===== config.mk =====
export PLATFORM = sky130hd
export DESIGN_NAME = wb_stream_writer_ctrl
export DESIGN_NICKNAME = d
export VERILOG_FILES = /design/src/rtl/wb_stream_writer_ctrl.sv
export SDC_FILE = /design/constraint.sdc
export NUM_CORES = 1
export LEC_CHECK = 0
export CELL_PAD_IN_SITES_DETAIL_PLACEMENT = 0
export CELL_PAD_IN_SITES_GLOBAL_PLACEMENT = 2
export CORE_MARGIN = 1.5
export CORE_UTILIZATION = 25
export DETAILED_ROUTE_END_ITERATION = 10
export PLACE_DENSITY = 0.86
export SYNTH_ARGS = -nofsm -noshare
export SYNTH_HDL_FRONTEND = slang
export SYNTH_SLANG_ARGS = --single-unit

===== constraint.sdc =====
create_clock -name clk -period 4.8 [get_ports clk]
set_input_delay 0.96 -clock clk [delete_from_list [all_inputs] [get_ports clk]]
set_output_delay 0.96 -clock clk [all_outputs]
set_load 0.02 [all_outputs]

===== src/rtl/wb_stream_writer_ctrl.sv =====
// wb_stream_writer_ctrl: Wishbone burst-read master feeding the stream writer FIFO.
// A burst is only issued once the FIFO has room for every beat of it.
module wb_stream_writer_ctrl #(
    parameter int WB_AW     = 32,
    parameter int WB_DW     = 32,
    parameter int FIFO_AW   = 9,
    parameter int MAX_BURST = 16,
    parameter int LEN_W     = 24
) (
    input  logic                 clk,
    input  logic                 rst,
    input  logic                 enable_i,
    input  logic [WB_AW-1:0]     start_adr_i,
    input  logic [LEN_W-1:0]     buf_size_i,
    input  logic [7:0]           burst_size_i,
    output logic                 busy_o,
    output logic                 done_o,
    output logic                 err_o,
    output logic [WB_AW-1:0]     wbm_adr_o,
    output logic [WB_DW/8-1:0]   wbm_sel_o,
    output logic                 wbm_we_o,
    output logic                 wbm_cyc_o,
    output logic                 wbm_stb_o,
    output logic [2:0]           wbm_cti_o,
    output logic [1:0]           wbm_bte_o,
    input  logic [WB_DW-1:0]     wbm_dat_i,
    input  logic                 wbm_ack_i,
    input  logic                 wbm_err_i,
    input  logic [FIFO_AW:0]     fifo_cnt_i,
    output logic [WB_DW-1:0]     fifo_data_o,
    output logic                 fifo_valid_o,
    input  logic                 fifo_ready_i
);

    localparam int BW = $clog2(MAX_BURST + 1);
    localparam int CW = FIFO_AW + 2;
    localparam logic [WB_AW-1:0] STEP   = WB_AW'(WB_DW / 8);
    localparam logic [CW-1:0]    DEPTH  = CW'(2 ** FIFO_AW);
    localparam logic [BW-1:0]    MAX_BW = BW'(MAX_BURST);

    localparam logic [1:0] S_IDLE  = 2'd0;
    localparam logic [1:0] S_WAIT  = 2'd1;
    localparam logic [1:0] S_BURST = 2'd2;
    localparam logic [1:0] S_DONE  = 2'd3;

    logic [1:0]       state;
    logic             enable_q;
    logic [WB_AW-1:0] adr;
    logic [LEN_W-1:0] rem;
    logic [BW-1:0]    blen_cfg;
    logic [BW-1:0]    beats;
    logic [BW-1:0]    blen_in;
    logic [BW-1:0]    len;
    logic             cyc;
    logic             busy;
    logic             done;
    logic             err;
    logic             start;
    logic             room;
    logic             last_beat;

    assign start     = enable_i & ~enable_q;
    assign last_beat = (beats == BW'(1));

    always_comb begin
        blen_in = MAX_BW;
        if (burst_size_i == 8'd0)
            blen_in = BW'(1);
        else if (32'(burst_size_i) <= 32'(MAX_BURST))
            blen_in = BW'(burst_size_i);
    end

    // Next burst is the configured length, trimmed to what is left.
    always_comb begin
        len = blen_cfg;
        if (rem < LEN_W'(blen_cfg))
            len = BW'(rem);
    end

    assign room = ({1'b0, fifo_cnt_i} + CW'(len)) <= DEPTH;

    always_ff @(posedge clk) begin
        if (rst) begin
            state    <= S_IDLE;
            enable_q <= 1'b0;
            adr      <= '0;
            rem      <= '0;
            blen_cfg <= '0;
            beats    <= '0;
            cyc      <= 1'b0;
            busy     <= 1'b0;
            done     <= 1'b0;
            err      <= 1'b0;
        end else begin
            enable_q <= enable_i;
            done     <= 1'b0;
            // An accepted beat the FIFO could not take means the space check was broken.
            if (cyc && wbm_ack_i && !wbm_err_i && !fifo_ready_i)
                err <= 1'b1;
            case (state)
                S_IDLE: begin
                    if (start) begin
                        adr      <= start_adr_i;
                        rem      <= buf_size_i;
                        blen_cfg <= blen_in;
                        err      <= 1'b0;
                        if (buf_size_i == '0) begin
                            done <= 1'b1;
                        end else begin
                            state <= S_WAIT;
                            busy  <= 1'b1;
                        end
                    end
                end
                S_WAIT: begin
                    if (!enable_i) begin
                        state <= S_IDLE;
                        busy  <= 1'b0;
                    end else if (room) begin
                        state <= S_BURST;
                        cyc   <= 1'b1;
                        beats <= len;
                    end
                end
                S_BURST: begin
                    if (wbm_err_i) begin
                        cyc   <= 1'b0;
                        err   <= 1'b1;
                        busy  <= 1'b0;
                        state <= S_IDLE;
                    end else if (wbm_ack_i) begin
                        adr   <= adr + STEP;
                        beats <= beats - BW'(1);
                        rem   <= rem - LEN_W'(1);
                        if (last_beat) begin
                            cyc <= 1'b0;
                            if (rem == LEN_W'(1)) begin
                                state <= S_DONE;
                                done  <= 1'b1;
                                busy  <= 1'b0;
                            end else if (!enable_i) begin
                                state <= S_IDLE;
                                busy  <= 1'b0;
                            end else begin
                                state <= S_WAIT;
                            end
                        end
                    end
                end
                S_DONE: begin
                    state <= S_IDLE;
                end
                default: begin
                    state <= S_IDLE;
                end
            endcase
        end
    end

    assign busy_o       = busy;
    assign done_o       = done;
    assign err_o        = err;
    assign wbm_adr_o    = adr;
    assign wbm_sel_o    = '1;
    assign wbm_we_o     = 1'b0;
    assign wbm_cyc_o    = cyc;
    assign wbm_stb_o    = cyc;
    assign wbm_cti_o    = cyc ? (last_beat ? 3'b111 : 3'b010) : 3'b000;
    assign wbm_bte_o    = 2'b00;
    assign fifo_data_o  = wbm_dat_i;
    assign fifo_valid_o = wbm_ack_i & wbm_cyc_o & wbm_stb_o;

endmodule


==> results of run 1 <==
[final timing paths]
path / cells past startpoint / to / from / slack, ns
setup / recovery: 15 / beats[0]$_SDFFE_PP0P_ / rem[5]$_SDFFE_PP0P_ / 0.76
hold / removal: 2 / rem[20]$_SDFFE_PP0P_ / rem[20]$_SDFFE_PP0P_ / 0.50
setup reg to reg: 15 / beats[0]$_SDFFE_PP0P_ / rem[5]$_SDFFE_PP0P_ / 0.76
hold reg to reg: 2 / rem[20]$_SDFFE_PP0P_ / rem[20]$_SDFFE_PP0P_ / 0.50
[routing by layer]
layer | part of all wire [%] | wire [microns] | GRT usage, % | vias to the layer above
met5 | 0 | 0 | 0 | -
met4 | 1.6 | 265 | 4.75 | 0
met3 | 6.9 | 1170 | 3.78 | 23
met2 | 45 | 7640 | 25.0 | 175
met1 | 47 | 7950 | 20.1 | 2535
li1 | - | - | - | 2744
[registers in the layout (all words and copies together), names as in the netlist]
name       cells
wbm_adr_o     32
rem           24
beats          5
blen_cfg       5
state          2
busy_o         1
done_o         1
enable_q       1
err_o          1
wbm_cyc_o      1
[stage by stage]
| step | worst slack (ns) | cells |
|---|---|---|
| floorplan | 1.26 | 738 |
| global placement | 0.862 | 1059 |
| detailed placement | 0.790 | 1059 |
| CTS | 0.775 | 1074 |
| global route | 0.481 | 1074 |
| finish | 0.756 | 1075 |
[kinds of logic after synthesis]
logic type | share of synthesized area, %
flops | 27.1
other cells | 0.139
buf+inv | 10.5
fa+ha+maj | 5.02
simple gates | 27.5
compound gates | 26.6
xor+xnor | 0.651
mux | 2.44
[synthesized netlist by cell type, types with 5 or more instances]
cell type  count
nor3_1        33
o22ai_1        9
o21ai_0       39
a31oi_1        7
o2bb2ai_1      5
nor4_1        10
and3_1         7
a22oi_1       21
mux2_2         5
nor2_1        77
a21o_1        13
nor2b_1        6
a21oi_1       54
inv_1         22
nand2_1       95
ha_1          20
nand3_1       19
nand3b_1       5
o211ai_1       5
nor3_2         5
a211oi_1      18
dfxtp_1       73
o31ai_1       13
nand4_1       12
mux2i_1        6
buf_4         43
buf_2          6
clkbuf_1      34
[layout make-up]
type	count	area, sq um
Antenna cell	1	2.50
Clock buffer	12	246
Clock inverter	3	17.5
Fill cell	2321	14300
Inverter	22	82.6
Multi-Input combinational cell	560	3400
Sequential cell	73	1460
Tap cell	275	344
Timing Repair Buffer	129	1260
[power groups by stage]
| stage | sequential [mW] | combinational, mW | clock, mW |
|---|---|---|---|
| after floorplan | 0.751 | 0.343 | 0 |
| after detailed placement | 0.734 | 0.544 | 0 |
| final | 0.721 | 0.544 | 0.630 |
| after global placement | 0.734 | 0.543 | 0 |
| after global routing | 0.731 | 0.601 | 0.678 |
| after CTS | 0.721 | 0.547 | 0.655 |
[critical path: stages, from the launching register on]
cell and delay, ns:
dfxtp_1 0.38, nor4_4 0.46, nand4_2 0.16, nor3_2 0.21, nand2_2 0.15, mux2_2 0.29
ha_1 0.17, inv_1 0.06, fa_1 0.39, nand3b_1 0.23, a21oi_1 0.33, xnor2_1 0.21
nand3_1 0.12, o211ai_2 0.38, o21ai_1 0.12, a221oi_1 0.29
==> reports/metrics.cfg, run 1 <==
[power_and_ir_drop]
clkPwrFrac_pct=33.3
max-vdd-ir-drop_uv=145
p_sw_share_pct=33.5
p_int_mw=1.26
design_power_total_mw=1.90
total_leakage_power_nw=2.37
power_density_nw_per_um2=278
combPwrFrac_pct=28.7
switchingPower_uw=634
seqPwrFrac_pct=38.1

[critical_path]
start_kind=flop
cp_max_fo=10
path_class=reg2reg
cp_data_required_time_ns=5.04
end_kind=flop
arrival_ns=4.28

[finish]
fin_area_sq_um=6820
fin_nets=928
drive_gt1_share_pct=7.01
utilization_pct=32.3
final_common_cell=clkdlybuf4s50_1
layout_common_cells=119 x clkdlybuf4s50_1, 95 x nand2_1, 77 x nor2_1
syn_to_final_growth_pct=26.7

[clock_tree]
htree_levels=3
cts_resized=0
numCtsBuffers=9
cts_setup_buffers=0
cts.reportedPaths.clkPinSlew_ns=0.06
hold_buffers=0
clkLatencyLatePin_ns=0.35
clockRootBuffer=clkbuf_16
clock_path_buffers=2
cts.sinks=73
cts_tree=done

[global_route]
antenna_found_initial=1
gr-total-overflow=0
grt_max_degree=79
grt_pass1_vias=5142
grt_use_total_pct=15.4
grt_pass1_wl_microns=27100

[placement]
dp_hpwl_microns=12100
place_area_sq_um=6550
io_buffer_count=120
place.gp.congestion=0.812

[sta]
min_period_ns=4.04
fin_skew_ns=0.0108
hold_ws_ns=0.496
grt_setup_unrepaired=no
finalCritPeriodShare_pct=84.3
setup_viol=0
hold_viol_final=0
slew_headroom_pct=39.2
max_freq_mhz=247
worstMarginPinSlew_ns=0.899
slew_violations=0
tns_ns=0

[detailed_routing]
drc_errors=0
vias=5477
drtIter0Drc=395
routedWlPerCell_microns=15.8
ant_nets=0
wl_microns=17000
first_pass_iters=5
via_per_inst=5.09

[die]
die_h_microns=150
rows=53
core_sq_um=21100
initial_utilization_pct=25.5
io_pins=192
die_area_sq_um=22400
dieWidth_microns=150

[logic_synthesis]
synth_top_area_share_pct=27.1
synthCells=733
syn_area_sq_um=5380
synth_edf_count=0
ys_seq_area_share_pct=27.1
synth.avg_cell_area_sq_um=7.35
ys_warn_count=0
synth.distinct_cells=72
synth-main-ff-cell=dfxtp_1
synth-seq-cells=73
synthArstFlopShare_pct=0
synth_area_leaders=dfxtp_1 27%, nand2_1 6.6%, buf_4 6.0%
yosysTopAreaCell=dfxtp_1

[run_status]
status=finished, final reports clean

[run]
drv_cap=0

[hold_path]
min_path_type=reg2reg

No activity file was read; power rests on OpenSTA's default activity.
==> inputs of run 2 (changes only) <==
==> constraint.sdc (replaced) <==
create_clock -name clk -period 3.8 [get_ports clk]
set_input_delay 0.76 -clock clk [delete_from_list [all_inputs] [get_ports clk]]
set_output_delay 0.76 -clock clk [all_outputs]
set_load 0.02 [all_outputs]
==> run 2 against run 1 <==
  * First-iteration DRC count is 6.1% higher
  * Sequential share of layout area is 1.2 points lower
  * Die area stayed put
  * Design area is 6.1% higher
  * Routed wire length is 2.7% higher
  * Sequential cell count stayed put
  * Hold slack worse by 0.013 ns
  * Sequential power is 25% higher
  * Non-clock buffer count is 28 higher
  * Clock skew is 0.0049 ns lower
  * Global-route usage hardly changed
  * Critical path type unchanged
  * Highest routed layer unchanged
==> reports/metrics.cfg, run 2 (synthesis results as in run 1) <==
[run_status]
status=finished, final reports clean

[finish]
multi_input_area_sq_um=3540
syn_to_final_growth_pct=34.4
ff_latch_area_sq_um=1460
layout_common_cells=119 x clkdlybuf4s50_1, 95 x nand2_1, 77 x nor2_1
fin_area_sq_um=7240
stdcell_count=1104
fill_cells=2277
utilization_pct=34.3
drive_gt1_share_pct=12.5
num_antenna_cells=0
largest_register_ffs=32
final_common_cell=clkdlybuf4s50_1
fin_nets=957

[sta]
min_period_ns=3.58
fin_skew_ns=0.00590
finalCritPeriodShare_pct=94.2
hold_viol_final=0
setup_viol=0
max_freq_mhz=279
worstMarginPinSlew_ns=0.903
slew_headroom_pct=39.8
slew_violations=0
final.setup.worst_slack_ns=0.221

[clock_tree]
cts_tree=done
htree_levels=3
cts.reportedPaths.clkPinSlew_ns=0.06
hold_buffers=0
clockRootBuffer=clkbuf_16
clkLatencyLatePin_ns=0.34
cts.sinks=73
clock_path_buffers=2
numCtsBuffers=9

[detailed_routing]
routedWlPerCell_microns=15.8
wl_microns=17500
drtIter0Drc=419
first_pass_iters=5
ant_nets=0
via_per_inst=5.02
drc_errors=0
vias=5541

[run]
drv_cap=0

[die]
dieWidth_microns=150
io_pins=192
die_area_sq_um=22400
rows=53
initial_utilization_pct=25.5
core_sq_um=21100
die_h_microns=150

[critical_path]
cp_top_family=simple AND/OR/NAND/NOR gates
path_class=reg2reg
r2r_start=rem[8]$_SDFFE_PP0P_
crit_path_frequent_cell=buf_4
worst-path-buf-inv=2
r2r_cells=15
arrival_ns=3.82
cp_data_required_time_ns=4.04
start_kind=flop
crit_chain=nor4_4, nand4_2, nor3_4, nand2_4, buf_4, mux2_4, ha_1, a221oi_2, xor2_1, o2bb2ai_1, nand4_1, buf_4, o21ai_1, o21ai_0, a31o_2
cp_max_fo=5
end_kind=flop
rrSetupSlack_ns=0.22
timing.rr.end=wbm_cyc_o$_SDFFE_PP0P_
cp_slowest_cell=dfxtp_1
cpPeakStageDelay_ns=0.35

[global_route]
grt_max_degree=91
grt_pass1_vias=5108
grt_pass1_wl_microns=27300
grt_use_total_pct=15.5
gr-total-overflow=0
antenna_found_initial=0

[hold_path]
min-delay-start=blen_cfg[0]$_SDFFE_PP0P_
min_path_type=reg2reg
whs_endpoint=blen_cfg[0]$_SDFFE_PP0P_
hold-path-cell-count=2

[power_and_ir_drop]
total_leakage_power_nw=2.55
design_power_total_mw=2.61
max-vdd-ir-drop_uv=188
power_density_nw_per_um2=360

[placement]
io_buffer_count=120
dp_cells=1084
post-place-ws_ns=0.0504
place.gp.congestion=0.778
place_area_sq_um=6770
dp_hpwl_microns=12200

run 2: cell type report:
type / instances / share of cell area, %
Timing Repair Buffer: 157 / 20.7
Tap cell: 275 / 4.76
Clock inverter: 5 / 1.11
Inverter: 22 / 1.14
Multi-Input combinational cell: 561 / 48.9
Sequential cell: 73 / 20.2
Clock buffer: 11 / 3.22
run 2: per-stage QoR:
step                      hold WS (ns)  TNS [ns]
after floorplan                  0.441         0
after global placement           0.471         0
after detailed placement         0.471         0
after CTS                        0.481         0
after global routing             0.522   -0.0364
final                            0.483         0
run 2: layer usage:
metal  part of all wire, %  vias up  GRT usage (%)
met5                     0        -              0
met3                   5.7       16           3.51
met1                    48     2562           21.2
met4                  0.96        0           3.43
li1                      -     2813              -
met2                    45      150           24.7
run 2: worst max-delay path by stage:
stage / slack [ns] / from / to / cells past startpoint
5_1_grt: -0.01 / blen_cfg[1]$_SDFFE_PP0P_ / beats[2]$_SDFFE_PP0P_ / 17
4_1_cts: 0.03 / rem[18]$_SDFFE_PP0P_ / beats[0]$_SDFFE_PP0P_ / 15
3_5_place_dp: 0.05 / rem[18]$_SDFFE_PP0P_ / beats[0]$_SDFFE_PP0P_ / 15
2_1_floorplan: 0.26 / rem[5]$_SDFFE_PP0P_ / beats[0]$_SDFFE_PP0P_ / 15
3_3_place_gp: 0.12 / rem[18]$_SDFFE_PP0P_ / beats[0]$_SDFFE_PP0P_ / 15
6_report: 0.22 / rem[8]$_SDFFE_PP0P_ / wbm_cyc_o$_SDFFE_PP0P_ / 15
run 2: tightest hold or removal path, cell delays in order (launching register included):
cell and delay [ns]:
dfxtp_1 0.33, nand2_1 0.06, a21oi_1 0.05
run 2: report_power, final:
part           switching, mW  internal [mW]  total (mW)
Sequential            0.0726          0.830       0.903
Combinational          0.415          0.361       0.775
Clock                  0.355          0.575       0.930
Total                  0.842           1.77        2.61
run 2: what timing repair did:
item,4_1_cts,5_1_grt
gates resized for setup,0,30
setup endpoints to repair,0,8
buffers inserted,0,3
==> inputs of run 3 (changes only) <==
--- a/config.mk
+++ b/config.mk
@@ -10,6 +10,7 @@
 export CORE_MARGIN = 1.5
 export CORE_UTILIZATION = 25
 export DETAILED_ROUTE_END_ITERATION = 10
+export HOLD_SLACK_MARGIN = 0.06
 export PLACE_DENSITY = 0.86
 export SYNTH_ARGS = -nofsm -noshare
 export SYNTH_HDL_FRONTEND = slang
==> results of run 3 <==
The final DEF is identical to that of run 2; final timing and power are the same.
